===== config.mk =====
export PLATFORM = sky130hd
export DESIGN_NAME = io_fifo_interface
export DESIGN_NICKNAME = d
export VERILOG_FILES = /design/src/rtl/io_fifo_interface.sv
export SDC_FILE = /design/constraint.sdc
export NUM_CORES = 1
export LEC_CHECK = 0
export CAP_MARGIN = 20
export CORE_MARGIN = 2
export CORE_UTILIZATION = 45
export DETAILED_ROUTE_END_ITERATION = 8
export PLACE_DENSITY = 0.7
export SLEW_MARGIN = 20
export SYNTH_ARGS = -nofsm -noshare
export SYNTH_HDL_FRONTEND = slang
export SYNTH_SLANG_ARGS = --single-unit

===== constraint.sdc =====
create_clock -name Clock -period 3.7 [get_ports Clock]
set_input_delay 0.37 -clock Clock [delete_from_list [all_inputs] [get_ports Clock]]
set_output_delay 0.37 -clock Clock [all_outputs]
set_load 0.01 [all_outputs]

===== src/rtl/io_fifo_interface.sv =====
// Memory-mapped UART FIFO bridge: TX/RX byte FIFOs, sticky TX overflow flag,
// and free-running cycle / retired-instruction counters behind a 0x8xxxxxxx window.
module io_fifo_interface #(
  parameter int unsigned TX_DEPTH  = 8,
  parameter int unsigned RX_DEPTH  = 8,
  parameter int unsigned CNT_WIDTH = 32
) (
  input  logic        Clock,
  input  logic        Reset,
  input  logic [31:0] Addr,
  input  logic [31:0] rd2,
  input  logic [3:0]  IO_trans,
  input  logic        IO_recv,
  input  logic        Stall,
  output logic [31:0] Received,
  output logic [7:0]  DataIn,
  output logic        DataInValid,
  input  logic        DataInReady,
  input  logic [7:0]  DataOut,
  input  logic        DataOutValid,
  output logic        DataOutReady
);

  localparam int unsigned TX_AW = $clog2(TX_DEPTH);
  localparam int unsigned TX_CW = TX_AW + 1;
  localparam int unsigned RX_AW = $clog2(RX_DEPTH);
  localparam int unsigned RX_CW = RX_AW + 1;

  localparam logic [7:0] REG_STATUS  = 8'h00;
  localparam logic [7:0] REG_RX_DATA = 8'h04;
  localparam logic [7:0] REG_TX_DATA = 8'h08;
  localparam logic [7:0] REG_CTRL    = 8'h0C;
  localparam logic [7:0] REG_CYCLES  = 8'h10;
  localparam logic [7:0] REG_INSTRS  = 8'h14;
  localparam logic [7:0] REG_CNT_CLR = 8'h18;

  logic [7:0]       tx_mem [TX_DEPTH];
  logic [TX_AW-1:0] tx_wr, tx_rd;
  logic [TX_CW-1:0] tx_count;
  logic [7:0]       rx_mem [RX_DEPTH];
  logic [RX_AW-1:0] rx_wr, rx_rd;
  logic [RX_CW-1:0] rx_count;
  logic             tx_overflow;
  logic [CNT_WIDTH-1:0] cycles, instrs;

  logic       mapped, wr_en, rd_en;
  logic [7:0] sel;
  logic       tx_full, tx_pop, tx_push_req, tx_push, ovf_set, ovf_clr;
  logic       rx_empty, rx_full, rx_push, rx_pop, flush, cnt_clr;
  logic       unused_bits;

  assign unused_bits = ^{Addr[27:8], rd2[31:8]};

  assign mapped = (Addr[31:28] == 4'h8);
  assign sel    = Addr[7:0];
  assign wr_en  = mapped && !Stall && (IO_trans != 4'h0);
  assign rd_en  = mapped && !Stall && IO_recv;

  assign tx_full      = (tx_count == TX_CW'(TX_DEPTH));
  assign rx_empty     = (rx_count == '0);
  assign rx_full      = (rx_count == RX_CW'(RX_DEPTH));

  assign DataInValid  = (tx_count != '0);
  assign DataIn       = tx_mem[tx_rd];
  assign DataOutReady = !rx_full;

  // A push into a full TX FIFO is still accepted when the UART drains a byte on the same edge.
  assign tx_pop      = DataInValid && DataInReady;
  assign tx_push_req = wr_en && (sel == REG_TX_DATA);
  assign tx_push     = tx_push_req && (!tx_full || tx_pop);
  assign ovf_set     = tx_push_req && tx_full && !tx_pop;
  assign ovf_clr     = wr_en && (sel == REG_CTRL) && rd2[0];
  assign flush       = wr_en && (sel == REG_CTRL) && rd2[1];
  assign cnt_clr     = wr_en && (sel == REG_CNT_CLR);
  assign rx_push     = DataOutValid && DataOutReady;
  assign rx_pop      = rd_en && (sel == REG_RX_DATA) && !rx_empty;

  always_ff @(posedge Clock or negedge Reset) begin
    if (!Reset) begin
      tx_wr    <= '0;
      tx_rd    <= '0;
      tx_count <= '0;
    end else if (flush) begin
      tx_wr    <= '0;
      tx_rd    <= '0;
      tx_count <= '0;
    end else begin
      if (tx_push) tx_wr <= tx_wr + TX_AW'(1);
      if (tx_pop)  tx_rd <= tx_rd + TX_AW'(1);
      tx_count <= tx_count + TX_CW'(tx_push) - TX_CW'(tx_pop);
    end
  end

  always_ff @(posedge Clock) begin
    if (tx_push) tx_mem[tx_wr] <= rd2[7:0];
    if (rx_push) rx_mem[rx_wr] <= DataOut;
  end

  always_ff @(posedge Clock or negedge Reset) begin
    if (!Reset) begin
      rx_wr    <= '0;
      rx_rd    <= '0;
      rx_count <= '0;
    end else if (flush) begin
      rx_wr    <= '0;
      rx_rd    <= '0;
      rx_count <= '0;
    end else begin
      if (rx_push) rx_wr <= rx_wr + RX_AW'(1);
      if (rx_pop)  rx_rd <= rx_rd + RX_AW'(1);
      rx_count <= rx_count + RX_CW'(rx_push) - RX_CW'(rx_pop);
    end
  end

  always_ff @(posedge Clock or negedge Reset) begin
    if (!Reset)       tx_overflow <= 1'b0;
    else if (ovf_set) tx_overflow <= 1'b1;
    else if (ovf_clr) tx_overflow <= 1'b0;
  end

  always_ff @(posedge Clock or negedge Reset) begin
    if (!Reset) begin
      cycles <= '0;
      instrs <= '0;
    end else if (cnt_clr) begin
      cycles <= '0;
      instrs <= '0;
    end else begin
      cycles <= cycles + CNT_WIDTH'(1);
      if (!Stall) instrs <= instrs + CNT_WIDTH'(1);
    end
  end

  always_comb begin
    Received = '0;
    if (mapped) begin
      case (sel)
        REG_STATUS:  Received = {8'h00, 8'(tx_count), 8'(rx_count), 5'b00000,
                                 tx_overflow, !rx_empty, !tx_full};
        REG_RX_DATA: Received = {24'h000000, rx_empty ? 8'h00 : rx_mem[rx_rd]};
        REG_CYCLES:  Received = 32'(cycles);
        REG_INSTRS:  Received = 32'(instrs);
        default:     Received = '0;
      endcase
    end
  end

endmodule


== Word-level counts from Yosys, hierarchy flattened ==
Memory sizes are Yosys's and may differ from the RTL's.
Cells that the tools add are included.
Widths: inputs -> output; s select.

* Memories: 2
* Output and inout port bits: 42
* RAM bits: 128
* Register bits after elaboration: 85
* Word-level logic and storage cells: 83

* Muxes and demuxes: 22
* $add $sub $neg: 10
* Equal/unequal tests: 10
* Reductions and logical operators: 30

{| class="wikitable"
|+ Memory list
! name !! words !! bits a word !! rd ports !! clocked after Yosys merged registers in !! wr ports !! RTL line !! RTL
|-
| rx_mem || 8 || 8 || 1 || 0 || 1 || 40 || <nowiki>logic [7:0] rx_mem [RX_DEPTH];</nowiki>
|-
| tx_mem || 8 || 8 || 1 || 0 || 1 || 37 || <nowiki>logic [7:0] tx_mem [TX_DEPTH];</nowiki>
|}

{| class="wikitable"
|+ Operators with widths
! kind !! number
|-
| $mux 32 || 4
|-
| $pmux 32 s4 || 1
|-
| $add 32x1->32 const B || 2
|-
| $eq 8x5->1 const B || 3
|-
| $mux 3 || 8
|-
| $eq 8x4->1 const B || 2
|-
| $logic_and 1x1->1 || 15
|-
| $add 3x1->3 const B || 4
|-
| $eq 4x4->1 const B || 3
|-
| $reduce_bool 2->1 || 5
|-
| $add 4x1->4 || 2
|-
| $eq 8x3->1 const B || 1
|-
| $logic_not 8->1 || 1
|-
| $mux 4 || 2
|-
| $mux 8 || 1
|-
| $reduce_bool 4->1 || 2
|-
| $sub 4x1->4 || 2
|-
| $mux 1 || 6
|-
| $logic_not 1->1 || 5
|-
| $logic_not 4->1 || 1
|-
| $ne 2x1->1 const B || 1
|-
| $logic_or 1x1->1 || 1
|}

== Depth between registers and ports, before layout ==
* Word-level depth: 8
* Mapped depth: 12
* Depth with buffers taken out: 12

== Least setup slack after synthesis ==
No wires, ideal clock.

* Path type: input to register
* Start: in Stall
* End: mem tx_mem[0][0], enable pin
* Path buffers: 1
* Required time: 3.317 ns
* Setup time: 0.383 ns
* Arrival: 2.307 ns
* Slack: 1.009 ns
* Stages: 5
* Cells stage by stage: clkbuf_1 > nor4b_2 > nand4_2 > or4b_1 > nor3_1

* Cells in the longest elaborated chain, start to end: 7

{| class="wikitable"
|+ RTL lines
! what !! RTL line !! RTL
|-
| start: declaration || 14 || <nowiki>input logic Stall,</nowiki>
|-
| $logic_not 1->1 || - ||
|-
| $logic_and 1x1->1 (2 in series) || 56 || <nowiki>assign wr_en = mapped && !Stall && (IO_trans != 4'h0);</nowiki>
|-
| $logic_and 1x1->1 || 69 || <nowiki>assign tx_push_req = wr_en && (sel == REG_TX_DATA);</nowiki>
|-
| $logic_and 1x1->1 || 70 || <nowiki>assign tx_push = tx_push_req && (!tx_full || tx_pop);</nowiki>
|-
| $mux 1 || 95 || <nowiki>if (tx_push) tx_mem[tx_wr] <= rd2[7:0];</nowiki>
|-
| $mux 1 (implied by the code) || 95 ||
|-
| end: declaration || 37 ||
|}

Every way passes these cells.

== Worst setup path after layout ==
* Start: reg rx_rd[0]
* End: out Received[2]

* Cells in the longest elaborated chain, start to end: 4

{| class="wikitable"
|+ RTL lines
! what !! RTL line !! RTL
|-
| start: declaration || 41 || <nowiki>logic [RX_AW-1:0] rx_wr, rx_rd;</nowiki>
|-
| start signal: assignment || 110 || <nowiki>if (rx_pop) rx_rd <= rx_rd + RX_AW'(1);</nowiki>
|-
| $mem_v2 8x8 || - ||
|-
| $mux 8 || 140 || <nowiki>REG_RX_DATA: Received = {24'h000000, rx_empty ? 8'h00 : rx_mem[rx_rd]};</nowiki>
|-
| $pmux 32 s4 || 137 || <nowiki>case (sel)</nowiki>
|-
| $mux 32 || 136 || <nowiki>if (mapped) begin</nowiki>
|-
| end: declaration || 15 || <nowiki>output logic [31:0] Received,</nowiki>
|}

Every way passes these cells.

==> results.txt <==
ANT nets after route -> 0
drt first pass iters -> 4
reg2reg setup slack -> 1.06 ns
largest cells by area after synthesis -> edfxtp_1 38%, dfrtp_1 21%, mux4_2 7.0%
CTS Sinks -> 213
first-pass GRT wire length -> 36730 um
unique cell type count in the Yosys netlist -> 54
core area -> 22500 um^2
Max Buffers Root-to-Sink -> 3
Startpoint Class -> flop
total number of vias -> 6888
Cells after Synth -> 807
register area share after synthesis -> 58.34%
post-synthesis register bit count -> 213
# IOs -> 124
Synth area leader -> edfxtp_1
antenna cell count -> 0
total power -> 6.741 mW
Setup TNS -> 0 ns
Avg WL per Cell -> 18.89 um
GRT Total Usage -> 19.35%
top cell type's share of synthesized area -> 37.56%
async set or reset register ratio after synthesis -> 39.91%
Reg clk slew, reported paths -> 0.06 ns
Hold Vio Cnt, Final -> 12
post-cts resize count -> 0
CP Class -> reg2out
f_max -> 294.0 MHz
Static Leak -> 4.331 nW
share of layout cells above drive strength 1 -> 12.83%
Worst Hold Class -> in2async
Post-synth top flop -> edfxtp_1
worst skew pair latency -> 0.51 ns
Slew Limit Fails -> 0
arrival time at the worst endpoint -> 3.03 ns
CTS tree -> done
Layout Nets -> 997
final WL -> 22610 um
EDFF count, synth -> 128
status -> finished with violations
failing checks -> hold timing
fin util -> 54.18%
Setup Buffers After CTS -> 0
worst relative slew slack -> 36.38%
vias in the first global route -> 6947
num rows -> 55
CTS Buf Count -> 23
Layout area overhead -> 19.13%
initial DRC count -> 493
Root Buffer -> clkbuf_16
Die ar. -> 23960 um^2
Crit. End Element -> output port
largest net degree at the start of global routing -> 71
Die Span Y -> 154.8 um
Synthesized Nets -> 909
Commonest cells post-synth -> 128 x edfxtp_1, 85 x dfrtp_1, 85 x nor2_1
Hold-fix buffers, CTS -> 0
routability cong. -> 0.8364
syn_area_per_cell -> 12.68 um^2
fillers -> 1867
Post-Syn Area -> 10230 um^2
Die Width -> 154.8 um
VDD IR-drop max -> 388.3 uV
Crit Path Max Fanout -> 9
Initial Utilization -> 45.48%
final clock skew -> 0.01038 ns
number of setup violations in the final report -> 0
most common cell in the netlist -> edfxtp_1
final worst-path cycle share -> 91.94%
Detailed Place HPWL -> 15170 um
RSZ-0062 raised after global routing -> no
Residual DRC -> 0
initial antenna violation count -> 0
Vias/cell -> 5.754
Pwr Density -> 552.9 nW/um^2
Ys Warns -> 0
WHS -> -0.01251 ns
Slew @ Worst Pin -> 0.9508 ns
Crit path required time -> 3.33 ns
total congestion overflow -> 0
min cycle time layout -> 3.402 ns
max capacitance violation total -> 0
Port Buf Inserts -> 79
# H-tree levels -> 1
sequential cells by signal, summed over array words and instances, names as in the netlist:
name         count
rx_mem          64
rx_rd            3
instrs          32
tx_rd            3
tx_overflow      1
rx_count         4
tx_count         4
tx_wr            3
tx_mem          64
rx_wr            3
cycles          32
metal layers:
metal / vias up / track usage [%] / part of all wire (%)
met3: 29 / 2.634 / 4.7
met4: 0 / 5.335 / 2.1
met2: 166 / 32.50 / 49
met1: 3444 / 26.62 / 45
met5: - / 0 / 0
li1: 3249 / - / -
worst paths after layout:
check,from,endpoint,cells past startpoint
worst max-delay path,rx_rd[0],Received[2],5
worst min-delay path,Reset,instrs[29],1
worst max register to register,rx_count[2],rx_count[2],11
worst min register to register,cycles[0],cycles[0],1
max in group asynchronous,Reset,instrs[9],2
min in group Clock,Addr[2],tx_wr[0],2
area by class of cell:
class	instances	area, um^2	share of cell area [%]
Sequential cell	213	5971	48.97
Multi-Input combinational cell	529	4015	32.93
Timing Repair Buffer	104	983.4	8.066
Clock buffer	31	635.6	5.213
Tap cell	285	356.6	2.925
Clock inverter	11	140.1	1.149
Inverter	24	90.09	0.7389
through the flow:
stage | hold slack [ns] | worst slack [ns] | instances | instance area, um^2
3_5_place_dp | 0.5023 | 0.6623 | 1155 | 11420
4_1_cts | 0.03711 | 0.2581 | 1197 | 12190
3_3_place_gp | 0.4947 | 0.6713 | 1155 | 11420
6_report | -0.01251 | 0.2984 | 1197 | 12190
2_1_floorplan | 0.07441 | 1.009 | 807 | 10230
5_1_grt | 0.07022 | 0.1295 | 1197 | 12190
logic make-up after synthesis:
family          Yosys count  share of synthesized area (%)
buf+inv                  65                          2.494
mux                      82                          12.04
compound gates          114                          6.786
simple gates            280                          14.92
xor+xnor                 33                          2.824
fa+ha+maj                20                          2.592
flops                   213                          58.34
where the power goes:
group / total [mW] / switching (mW) / internal (mW)
clock network: 2.35 / 0.927 / 1.42
logic: 1.33 / 0.609 / 0.722
registers: 3.06 / 0.286 / 2.78
layout by cell type (no fill, tap or decap), drive strengths merged, types with 27 or more instances in the layout:
cell type        n
nor2            85
a21oi           50
dfrtp           85
clkdlybuf4s50   77
mux4            32
nand3           29
or4             28
clkbuf          31
nand2           33
edfxtp         128
buf             27
mux2i           41
worst max-delay path: stages (launching register included):
cell and delay, ns:
dfrtp_1 0.76, mux4_2 0.59, mux2_2 0.28, a221oi_1 0.26, nor2_1 0.11, clkdlybuf4s50_1 0.51
No activity file was read; power rests on OpenSTA's default activity.
